## config.mk

```make
export PLATFORM = sky130hd
export DESIGN_NAME = max_group_drain
export DESIGN_NICKNAME = d
export VERILOG_FILES = /design/src/rtl/max_group_drain.sv
export SDC_FILE = /design/constraint.sdc
export NUM_CORES = 1
export LEC_CHECK = 0
export CORE_MARGIN = 2
export CORE_UTILIZATION = 35
export CTS_CLUSTER_SIZE = 24
export DETAILED_ROUTE_END_ITERATION = 8
export PLACE_DENSITY_LB_ADDON = 0.15
export SLEW_MARGIN = 10
export SYNTH_ARGS = -nofsm -noshare
export SYNTH_HDL_FRONTEND = slang
export SYNTH_SLANG_ARGS = --single-unit
```

## constraint.sdc

```tcl
create_clock -name clk -period 6.4 [get_ports clk]
set_input_delay 0.96 -clock clk [delete_from_list [all_inputs] [get_ports clk]]
set_output_delay 0.96 -clock clk [all_outputs]
set_load 0.02 [all_outputs]
```

## src/rtl/max_group_drain.sv

```systemverilog
// Drains every maximal element of a sort pass, lowest index first, over valid/ready,
// then publishes the remaining active-element mask for the next pass.
module max_group_drain #(
    parameter int M     = 8,
    parameter int N     = 16,
    parameter int IDX_W = (M > 1) ? $clog2(M) : 1
) (
    input  logic                clk,
    input  logic                rst,
    input  logic [M-1:0][N-1:0] i_chi,
    input  logic [M-1:0]        i_h_matrix,
    input  logic [M-1:0]        i_active,
    input  logic                i_valid,
    output logic                o_ready,
    output logic [N-1:0]        o_data,
    output logic [IDX_W-1:0]    o_idx,
    output logic                o_valid,
    output logic                o_last,
    input  logic                i_ready,
    output logic                o_done,
    output logic [M-1:0]        o_active_next,
    output logic                o_empty
);

    localparam logic [1:0] S_IDLE  = 2'd0;
    localparam logic [1:0] S_DRAIN = 2'd1;
    localparam logic [1:0] S_DONE  = 2'd2;

    logic [1:0]          state;
    logic [M-1:0][N-1:0] chi_r;
    logic [M-1:0]        pend;
    logic [M-1:0]        act_nxt;
    logic [M-1:0]        active_next_r;
    logic                empty_r;
    logic [IDX_W-1:0]    cur_idx;
    logic                cur_last;
    logic [M-1:0]        acc_pend;

    // Scan from the top so the lowest set bit is the one left standing.
    function automatic logic [IDX_W-1:0] lowest_idx(input logic [M-1:0] v);
        logic [IDX_W-1:0] r;
        r = '0;
        for (int q = M - 1; q >= 0; q--) begin
            if (v[q]) r = IDX_W'(q);
        end
        return r;
    endfunction

    function automatic logic single_bit(input logic [M-1:0] v);
        return (v != '0) && ((v & (v - M'(1))) == '0);
    endfunction

    assign acc_pend = i_h_matrix & i_active;
    assign cur_idx  = lowest_idx(pend);
    assign cur_last = single_bit(pend);

    always_ff @(posedge clk) begin
        if (rst) begin
            state         <= S_IDLE;
            pend          <= '0;
            chi_r         <= '0;
            act_nxt       <= '0;
            active_next_r <= '0;
            empty_r       <= 1'b1;
        end else begin
            case (state)
                S_IDLE: begin
                    if (i_valid) begin
                        chi_r   <= i_chi;
                        pend    <= acc_pend;
                        act_nxt <= i_active & ~acc_pend;
                        if (acc_pend != '0) begin
                            state <= S_DRAIN;
                        end else begin
                            // Empty group: the remaining mask is published on DONE entry.
                            state         <= S_DONE;
                            active_next_r <= i_active;
                            empty_r       <= (i_active == '0);
                        end
                    end
                end
                S_DRAIN: begin
                    if (i_ready) begin
                        pend <= pend & ~(M'(1) << cur_idx);
                        if (cur_last) begin
                            state         <= S_DONE;
                            active_next_r <= act_nxt;
                            empty_r       <= (act_nxt == '0);
                        end
                    end
                end
                S_DONE:  state <= S_IDLE;
                default: state <= S_IDLE;
            endcase
        end
    end

    assign o_ready       = (state == S_IDLE);
    assign o_valid       = (state == S_DRAIN);
    assign o_done        = (state == S_DONE);
    assign o_idx         = cur_idx;
    assign o_data        = chi_r[cur_idx];
    assign o_last        = o_valid & cur_last;
    assign o_active_next = active_next_r;
    assign o_empty       = empty_r;

endmodule
```

==> summary.txt, run 1 <==
Clocking
  – Clock edge transition at the registers on the reported setup and hold paths: 0.07 ns
  – Hold bufs inserted after CTS: 0
  – Maximum root-to-sink buffer count: 2
  – Total clock buffers created by CTS: 17
  – Clock insertion delay at the later pin of the skew report: 0.44 ns
  – Root cell of the clock tree: clkbuf_16
  – # H-tree levels: 4
  – Resized cells post-CTS: 0
  – Number of setup buffers added after CTS: 0
  – Clock tree from TritonCTS: built
  – Clock sink count: 155

Synthesis
  – Number of flops mapped to enable cells by yosys: 0
  – Proportion of synthesized chip area in sequential cells: 0.431
  – Distinct cell type count after synthesis: between 50 and 60
  – Top cells by area, synth: dfxtp_1 (43%), nand2_1 (17%), a21oi_1 (11%)
  – Mean post-synth cell area: 7.83 um2
  – Post-synthesis instance area: 7200 um2
  – Fraction of post-synthesis cell area in the top cell type by area: 0.431
  – Total number of yosys warnings: 0
  – Count of state elements after synthesis: 155
  – Syn Nets: 1067
  – Post-synthesis instance total: roughly 920
  – Fraction of synthesis flops using an asynchronous set or reset pin: 0
  – Most used DFF post-synth: dfxtp_1
  – Library cell with the largest summed area after synthesis: dfxtp_1

Global routing
  – First-pass GRT wire length: 36300 um
  – Combined global-route utilization of all metal layers: 0.217
  – Pin count of the biggest net entering global routing: a little over 90
  – Number of antenna violations at the first check in global routing: 0
  – Via count of the first global-routing pass: 6493
  – GR Overflow Total: 0

Routing
  – Total Wirelength: roughly 24000 um
  – Length of the first detailed-routing pass in iterations: 6
  – Number of nets with antenna violations after routing: 0
  – Detailed-route DRC error count: 0
  – Vias per cell: 5.11
  – First-iteration detailed-routing DRC count: 473
  – Vias: 6827
  – Routed wirelength normalized by instance count: 17.8 um

STA
  – Hold Violations, Final: 0
  – Hold Slack: 0.449 ns
  – Portion of the clock cycle consumed by the worst path in the final layout: 0.749
  – Min Clock Period, post-route: 4.79 ns
  – Unrepaired setup endpoints after global routing: no
  – Final Max Tran Viols: 0
  – Worst slew margin relative to its limit: 0.226
  – Setup clock skew after layout: 0.00776 ns
  – Final-layout setup total negative slack: 0 ns
  – Setup violation total in the final timing report: 0
  – Maximum frequency from static timing analysis: 0.209 GHz
  – Worst-Margin Slew: between 1 and 1.5 ns

Power
  – Highest ir drop seen on vdd: 0.000168 V
  – NetSw: 891 uW
  – Leakage power figure: approximately 0.0036 uW
  – Clk network pwr share: 0.381
  – Part of the total power dissipated in combinational logic: 0.233
  – Seq pwr share: 0.386
  – Switching Share: 0.313
  – Ratio of total power to cell area: 294 nW/um2
  – Cell Int Power: 1960 uW

Critical path
  – R2R Path Start: state[0]
  – Startpoint of the worst setup timing path: pend[3]
  – Worst setup path class: reg -> out
  – Biggest fanout along the worst timing path: 18
  – Critical path launch point type: flop
  – Data required, critical path: 5.44 ns
  – Data arrival time of the worst path: 3.83 ns
  – CP Capture Type: output port

Status
  – Outcome: finished, final reports clean

Die
  – Width of the die: 147 um
  – Core Rows: 52
  – IO Pins: 180
  – Starting density of the core: 0.356
  – DIE AREA: between 20000 and 25000 um2
  – Total core area: 20200 um2
  – Height of the die: 147 um

Place
  – Post-DP HPWL: 16900 um
  – Routability-driven placement congestion ratio: 0.900
  – DP Cell Count: 1303
  – Buffers on Ports: roughly 180

Finish
  – Final Non-Filler Cells: ~1300
  – Number of nets in the layout: 1200
  – Fraction of layout cells with a size suffix above 1: 0.0854
  – Inserted Diodes: 0
  – P&R area growth vs syn: 34.6%

Min path
  – Hold/Removal Path Class: reg -> reg
  – Worst Hold Launch: chi_r[104]

Run
  – Max-capacitance violation count: 0
-- flip-flops by register name, indices dropped and copies added, names as in the netlist --
register	count
chi_r	128
act_nxt	8
o_active_next	8
pend	8
state	2
o_empty	1
-- synth_stat cells (3+ instances only) --
library cell	count
nor2_1	17
mux2i_1	11
dfxtp_1	155
inv_1	20
buf_2	6
a221oi_1	13
nor2b_1	19
clkbuf_1	53
buf_1	3
a31oi_1	3
a221o_1	7
a221oi_2	19
o21a_1	8
a22oi_1	10
a21oi_1	161
nor4_1	5
o21ai_0	7
buf_4	6
nand3b_1	8
a311oi_1	8
nand2_1	318
mux2_2	16
a32oi_1	6
-- final cells by class --
type	count	area [um2]
clock buffers	17	425
clock inverters	15	200
inverters	21	78.8
repair buffers	185	1830
well taps	270	338
flip-flops and latches	155	3100
multi-input cells	672	3710
fillers	2010	10500
-- cell families after synthesis --
logic type      share of synthesized area
mux                                0.0403
buf+inv                            0.0548
compound gates                      0.244
flops                               0.431
simple gates                        0.226
xor+xnor                          0.00365
-- per-layer routing --
metal  up-vias  track usage  wire length (um)
met5         -            0                 0
met1      3145        0.297             10900
met3        40       0.0435              1240
met4         0       0.0928               803
met2       216        0.333             10700
li1       3426            -                 -
-- per-stage QoR --
| step | util | setup slack (ns) | cell area (um2) | total power, uW |
|---|---|---|---|---|
| after floorplan | - | 3.34 | 7200 | 1510 |
| after global placement | 0.448 | 2.16 | 9060 | 1780 |
| after detailed placement | 0.448 | 2.06 | 9060 | 1780 |
| after CTS | 0.479 | 1.59 | 9690 | 2860 |
| after global routing | 0.479 | 1.35 | 9690 | 2970 |
| final | 0.479 | 1.61 | 9690 | 2850 |
-- power groups by stage --
stage                     registers [uW]  clock network (uW)  logic, uW
after floorplan                     1100                   0        408
after global placement              1120                   0        663
after detailed placement            1120                   0        665
after CTS                           1100                1100        668
after global routing                1110                1140        723
final                               1100                1090        665
-- critical path: stages, from the launching register on --
cell	delay [ns]
dfxtp_1	0.55
nand2b_1	0.25
o311ai_4	0.24
nor3_4	0.90
a221oi_1	0.31
o21a_1	0.26
a221oi_2	0.22
clkdlybuf4s50_1	0.66
-- cells in the final DEF, fill, tap and decap left out, drive strengths merged, types with 3 or more instances in the layout --
cell           instances
a311oi                 9
clkbuf                17
o21a                   8
mux2i                 11
nand3b                 8
nor4                   5
nor2                  20
clkdlybuf4s50        178
a32oi                  6
nand2                318
inv                   29
a221oi                32
dfxtp                155
nor2b                 20
or2                    3
a221o                  7
buf                    7
a21oi                161
bufinv                 3
mux2                  16
nor3                   3
o21ai                  9
a22oi                 10
a31oi                  3
-- worst paths after layout --
check	to	slack (ns)	cells past startpoint
worst max-delay path	o_data[0]	1.61	7
worst min register to register	chi_r[104]	0.45	2
worst min-delay path	chi_r[104]	0.45	2
worst max register to register	chi_r[2]	3.71	5
Note: power is estimated with default switching activity, not from simulation.
==> inputs of run 2 (changes only) <==
Clock period 6.4 ns to 4.2 ns, I/O delays scaled along.
==> summary.txt, run 2 (synthesis gave the netlist of run 1 again) <==
Status
  – Outcome: finished, final reports clean

Die
  – Core Rows: 52 (unchanged)
  – Height of the die: 147 um (unchanged)
  – Width of the die: 147 um (unchanged)
  – IO Pins: 180 (unchanged)
  – DIE AREA: 21700 um2 (unchanged)
  – Total core area: 20200 um2 (unchanged)
  – Starting density of the core: 0.356 (unchanged)

Global routing
  – Number of antenna violations at the first check in global routing: 0 (unchanged)
  – Combined global-route utilization of all metal layers: 0.220 (+0.00314)
  – GR Overflow Total: 0 (unchanged)
  – Pin count of the biggest net entering global routing: 93 (+2.2%)
  – Via count of the first global-routing pass: 6547 (+0.83%)
  – First-pass GRT wire length: 37100 um (+2.2%)

STA
  – Portion of the clock cycle consumed by the worst path in the final layout: 0.953
  – Worst slew margin relative to its limit: 0.398 (+0.173)
  – Worst-Margin Slew: 0.903 ns (-0.255 ns)
  – Final setup margin: 0.196 ns (-1.41 ns)
  – Maximum frequency from static timing analysis: 0.250 GHz
  – Setup clock skew after layout: 0.0122 ns (+0.00441 ns)
  – Setup violation total in the final timing report: 0 (unchanged)
  – Min Clock Period, post-route: 4.00 ns
  – Final Max Tran Viols: 0 (unchanged)
  – Final-layout setup total negative slack: 0 ns (unchanged)
  – Unrepaired setup endpoints after global routing: no
  – Hold Violations, Final: 0 (unchanged)

Routing
  – Detailed-route DRC error count: 0 (unchanged)
  – Length of the first detailed-routing pass in iterations: 5 (-1)
  – First-iteration detailed-routing DRC count: 493 (+4.2%)
  – Number of nets with antenna violations after routing: 0 (unchanged)
  – Total Wirelength: 23700 um (about the same)
  – Routed wirelength normalized by instance count: 17.7 um (-0.42%)
  – Vias per cell: 5.13 (+0.33%)
  – Vias: 6880 (+0.78%)

Critical path
  – Cell with the biggest individual delay on the critical path: clkdlybuf4s50_1
  – Data arrival time of the worst path: 3.37 ns (-0.46 ns)
  – Worst R2R Path Depth: 6 (+1)
  – Cell breakdown of the critical path: or4_1, nand2_1, buf_4, a221oi_2, o21a_1, a221oi_1, clkdlybuf4s50_1
  – CP Capture Type: output port
  – Critical path launch point type: flop
  – Data required, critical path: 3.57 ns (-1.87 ns)
  – Crit Reg-Reg Endpoint: o_active_next[6]
  – R2R Path Start: pend[5]
  – Worst setup path class: reg -> out
  – Worst reg2reg setup slack: 1.81 ns (-1.90 ns)
  – Endpoint of the worst setup timing path: o_data[8]
  – Startpoint of the worst setup timing path: pend[5]
  – Biggest fanout along the worst timing path: 13 (-5)
  – Crit-path max cell delay: 0.67 ns (-0.23 ns)

Place
  – Buffers on Ports: 179 (unchanged)
  – Placement-stage cell area: 9150 um2 (+0.91%)
  – Routability-driven placement congestion ratio: 0.886 (-1.6%)
  – Post-DP HPWL: 17200 um (+1.8%)
  – DP Cell Count: 1309 (+0.46%)
  – Worst setup timing slack at the placement stage: 0.646 ns (-1.42 ns)

Min path
  – Worst hold path depth: 2 (unchanged)
  – Hold/Removal Path Class: reg -> reg

Finish
  – Largest Register: chi_r
  – Final standard cell utilization of the core: 0.481 (+0.00204)
  – Highest-count cells in the layout ignoring fill and taps: nand2_1 (317), clkdlybuf4s50_1 (178), a21oi_1 (161), dfxtp_1 (155), inv_1 (20)
  – Final std cell area, no fill: 9730 um2 (+0.43%)
  – Number of nets in the layout: 1206 (+0.50%)
  – P&R area growth vs syn: 35.2%
  – Number of flip-flops under the largest register name: 128 (unchanged)
  – Leading cell type in the layout, fill and taps excluded: nand2_1
  – Final Non-Filler Cells: 1341 (+0.45%)
  – Fraction of layout cells with a size suffix above 1: 0.0906 (+0.00512)
  – Inserted Diodes: 0 (unchanged)

Power
  – Clk network pwr share: 0.362 (-0.019)
  – NetSw: 1340 uW (+51%)
  – Ratio of total power to cell area: 437 nW/um2 (+48%)
  – Cell Int Power: 2910 uW (+48%)
  – Highest ir drop seen on vdd: 0.000287 V (+71%)
  – Part of the total power dissipated in combinational logic: 0.243 (+0.010)
  – Switching Share: 0.316 (+0.00337)
  – Seq pwr share: 0.395 (+0.009)
  – Leakage power figure: 0.00366 uW (+0.72%)

Clocking
  – Clock tree from TritonCTS: built
  – Maximum root-to-sink buffer count: 2 (unchanged)
  – # H-tree levels: 4 (unchanged)
  – Clock edge transition at the registers on the reported setup and hold paths: 0.06 ns (about the same)
  – Total clock buffers created by CTS: 17 (unchanged)
  – Number of setup buffers added after CTS: 0 (unchanged)
  – Hold bufs inserted after CTS: 0 (unchanged)
  – Root cell of the clock tree: clkbuf_16
  – Resized cells post-CTS: 0 (unchanged)
  – Clock sink count: 155 (unchanged)
  – Clock insertion delay at the later pin of the skew report: 0.43 ns (about the same)

Run
  – Max-capacitance violation count: 0 (unchanged)
[run 2: changes by cell type in the layout (fill, tap and decap cells not counted), sizes merged]
cell,change
inv,-2
clkbuf,+2
clkinv,+2
buf,+6
bufinv,-2
[run 2: power groups by stage]
stage | sequential (uW) | clock, uW | combinational (uW)
floorplan | 1680 | 0 | 622
global route | 1690 | 1620 | 1130
CTS | 1670 | 1560 | 1040
finish | 1680 | 1540 | 1030
global placement | 1710 | 0 | 1030
detailed placement | 1710 | 0 | 1040
[run 2: worst min path at each step]
stage               startpoint         end
CTS                  chi_r[44]   chi_r[44]
floorplan           chi_r[101]  chi_r[101]
detailed placement   chi_r[44]   chi_r[44]
global route         chi_r[44]   chi_r[44]
global placement    chi_r[104]  chi_r[104]
finish               chi_r[44]   chi_r[44]
[run 2: through the flow]
| stage | hold WS (ns) | total power, uW |
|---|---|---|
| after detailed placement | 0.445 | 2740 |
| after floorplan | 0.432 | 2300 |
| final | 0.452 | 4250 |
| after global routing | 0.473 | 4440 |
| after CTS | 0.454 | 4280 |
| after global placement | 0.440 | 2740 |
[run 2: final cells by class]
| class | count | area, um2 |
|---|---|---|
| well taps | 270 | 338 |
| repair buffers | 191 | 1920 |
| fillers | 2036 | 10500 |
| clock buffers | 19 | 453 |
| inverters | 21 | 78.8 |
| clock inverters | 13 | 131 |
| multi-input cells | 672 | 3710 |
| flip-flops and latches | 155 | 3100 |
[run 2: metal layers]
layer | wire length, um | vias to the layer above | global-route usage
met5 | 0 | - | 0
met4 | 487 | 0 | 0.0673
met3 | 1330 | 26 | 0.0466
met2 | 10800 | 199 | 0.339
met1 | 11100 | 3221 | 0.310
li1 | - | 3434 | -
[run 2: worst max-delay path, delay by kind of cell, from the launching register on]
kind,cells,cell delay [ns]
AND/OR/NAND/NOR,2,1.01
buffers and inverters,2,0.96
AO/OA/AOI/OAI,3,0.52
flip-flops,1,0.45
==> inputs of run 3 (changes only) <==
Settings changed: CORE_ASPECT_RATIO set to 0.8, GPL_TIMING_DRIVEN set to 1.
==> summary.txt, run 3 (synthesis gave the netlist of run 1 again) <==
Status
  – Outcome: finished, final reports clean

Global routing
  – Combined global-route utilization of all metal layers: 0.223 (+0.00339)
  – Via count of the first global-routing pass: 6525 (-0.34%)
  – GR Overflow Total: 0 (unchanged)
  – Number of antenna violations at the first check in global routing: 0 (unchanged)
  – Pin count of the biggest net entering global routing: 137 (+47%)
  – First-pass GRT wire length: 37100 um (about the same)

STA
  – Min Clock Period, post-route: 3.94 ns (-0.0658 ns)
  – Setup clock skew after layout: 0.0115 ns (-0.000684 ns)
  – Worst slew margin relative to its limit: 0.280 (-0.118)
  – Maximum frequency from static timing analysis: 0.254 GHz (+1.7%)
  – Portion of the clock cycle consumed by the worst path in the final layout: 0.938 (-0.0157)
  – Worst-Margin Slew: 1.08 ns (+0.177 ns)
  – Setup violation total in the final timing report: 0 (unchanged)
  – Final-layout setup total negative slack: 0 ns (unchanged)
  – Unrepaired setup endpoints after global routing: no
  – Hold Violations, Final: 0 (unchanged)
  – Final Max Tran Viols: 0 (unchanged)

Critical path
  – Crit Reg-Reg Endpoint: o_active_next[7]
  – Critical path launch point type: flop
  – Cell breakdown of the critical path: nand2b_1, o311ai_4, nor3_4, buf_4, a221oi_1, o21a_1, a221oi_2, clkdlybuf4s50_1
  – Startpoint of the worst setup timing path: pend[3]
  – Worst setup path class: reg -> out
  – Cell with the biggest individual delay on the critical path: clkdlybuf4s50_1
  – Data arrival time of the worst path: 3.31 ns (-0.06 ns)
  – Endpoint of the worst setup timing path: o_data[0]
  – Biggest fanout along the worst timing path: 23 (+10)
  – CP Capture Type: output port
  – R2R Path Start: pend[5]
  – Crit-path max cell delay: 0.66 ns (about the same)
  – CP delay by family, top: buffers and inverters
  – Critical Path Stages: 8 (+1)
  – Worst reg2reg setup slack: 1.70 ns (-0.11 ns)
  – Data required, critical path: 3.57 ns (about the same)
  – Buf/Inv on CP: 2 (unchanged)
  – Worst R2R Path Depth: 6 (unchanged)

Routing
  – Length of the first detailed-routing pass in iterations: 5 (unchanged)
  – Vias: 6940 (+0.87%)
  – Total Wirelength: 24400 um (+2.6%)
  – Vias per cell: 5.20 (+1.4%)
  – Number of nets with antenna violations after routing: 0 (unchanged)
  – Routed wirelength normalized by instance count: 18.3 um (+3.1%)
  – First-iteration detailed-routing DRC count: 748 (+52%)
  – Detailed-route DRC error count: 0 (unchanged)

Die
  – Total core area: 20000 um2 (-1.3%)
  – Width of the die: 164 um (+11%)
  – Core Rows: 46 (-12%)
  – Height of the die: 132 um (-10%)
  – Starting density of the core: 0.360 (+0.00468)
  – IO Pins: 180 (unchanged)
  – DIE AREA: 21700 um2 (about the same)

Power
  – NetSw: 1350 uW (+0.44%)
  – Cell Int Power: 2930 uW (+0.77%)
  – Clk network pwr share: 0.365 (+0.003)
  – Switching Share: 0.315 (-0.000727)
  – Part of the total power dissipated in combinational logic: 0.241 (-0.002)
  – Seq pwr share: 0.393 (-0.002)
  – Ratio of total power to cell area: 440 nW/um2 (+0.77%)
  – Leakage power figure: 0.00365 uW (-0.21%)
  – Tot Pwr: 4280 uW (+0.67%)
  – Highest ir drop seen on vdd: 0.000281 V (-2.3%)

Clocking
  – Resized cells post-CTS: 0 (unchanged)
  – Clock edge transition at the registers on the reported setup and hold paths: 0.07 ns (about the same)
  – Clock tree from TritonCTS: built
  – Clock sink count: 155 (unchanged)
  – Clock insertion delay at the later pin of the skew report: 0.43 ns (about the same)
  – Root cell of the clock tree: clkbuf_16
  – # H-tree levels: 4 (unchanged)
  – Maximum root-to-sink buffer count: 2 (unchanged)
  – Hold bufs inserted after CTS: 0 (unchanged)
  – Total clock buffers created by CTS: 17 (unchanged)
  – Number of setup buffers added after CTS: 0 (unchanged)

Place
  – Routability-driven placement congestion ratio: 0.884 (-0.19%)
  – DP Cell Count: 1302 (-0.53%)
  – Buffers on Ports: 179 (unchanged)
  – Post-DP HPWL: 17600 um (+2.5%)

Finish
  – Final standard cell utilization of the core: 0.487 (+0.00582)
  – Number of flip-flops under the largest register name: 128 (unchanged)
  – Fraction of layout cells with a size suffix above 1: 0.0888 (-0.00178)
  – Largest Register: chi_r
  – Number of nets in the layout: 1205 (-0.083%)
  – Inserted Diodes: 0 (unchanged)
  – P&R area growth vs syn: 35.1%
  – Leading cell type in the layout, fill and taps excluded: nand2_1
  – Final-layout fill cell count: 1990 (-2.3%)
  – Highest-count cells in the layout ignoring fill and taps: nand2_1 (317), clkdlybuf4s50_1 (178), a21oi_1 (161), dfxtp_1 (155), inv_1 (20)
  – Final Non-Filler Cells: 1334 (-0.52%)

Run
  – Max-capacitance violation count: 0 (unchanged)

Min path
  – Hold/Removal Path Class: reg -> reg
## run 3: final cells by class
type	instances	area [um2]	area share
clock buffer	18	429	0.0441
sequential	155	3100	0.319
multi-input combinational	672	3710	0.382
timing repair buffer	190	1910	0.196
inverter	21	78.8	0.00811
tap	264	330	0.0340
clock inverter	14	160	0.0165
## run 3: worst min path at each step
| stage | start | to | slack [ns] | cells past startpoint |
|---|---|---|---|---|
| after global placement | chi_r[105] | chi_r[105] | 0.44 | 2 |
| after global routing | chi_r[83] | chi_r[83] | 0.48 | 2 |
| after CTS | chi_r[106] | chi_r[106] | 0.45 | 2 |
| final | chi_r[106] | chi_r[106] | 0.45 | 2 |
| after detailed placement | chi_r[106] | chi_r[106] | 0.44 | 2 |
| after floorplan | chi_r[101] | chi_r[101] | 0.43 | 2 |
## run 3: power groups by stage
stage	sequential [uW]	clock, uW	combinational (uW)
after global placement	1710	0	1030
after detailed placement	1710	0	1030
final	1680	1560	1030
after floorplan	1680	0	622
after global routing	1690	1650	1120
after CTS	1680	1580	1030
## run 3: worst reg2reg max path, delay by kind of cell, from the launching register on
kind,cells,cell delay (ns)
AO/OA/AOI/OAI,3,0.98
XOR/XNOR,1,0.19
flip-flops,1,0.64
AND/OR/NAND/NOR,2,0.60
## run 3: stage by stage
step / hold WS (ns) / setup slack, ns / area, um2
after floorplan: 0.432 / 1.47 / 7200
final: 0.451 / 0.262 / 9720
after global routing: 0.475 / 0.136 / 9720
after global placement: 0.442 / 0.763 / 9130
after CTS: 0.454 / 0.266 / 9720
after detailed placement: 0.444 / 0.737 / 9130
## run 3: routing by layer
layer  track usage  wire length [um]  vias to the layer above
li1              -                 -                     3435
met1         0.324             11800                     3278
met2         0.332             10600                      200
met3        0.0497              1620                       27
met4        0.0580               361                        0
met5             0                 0                        -
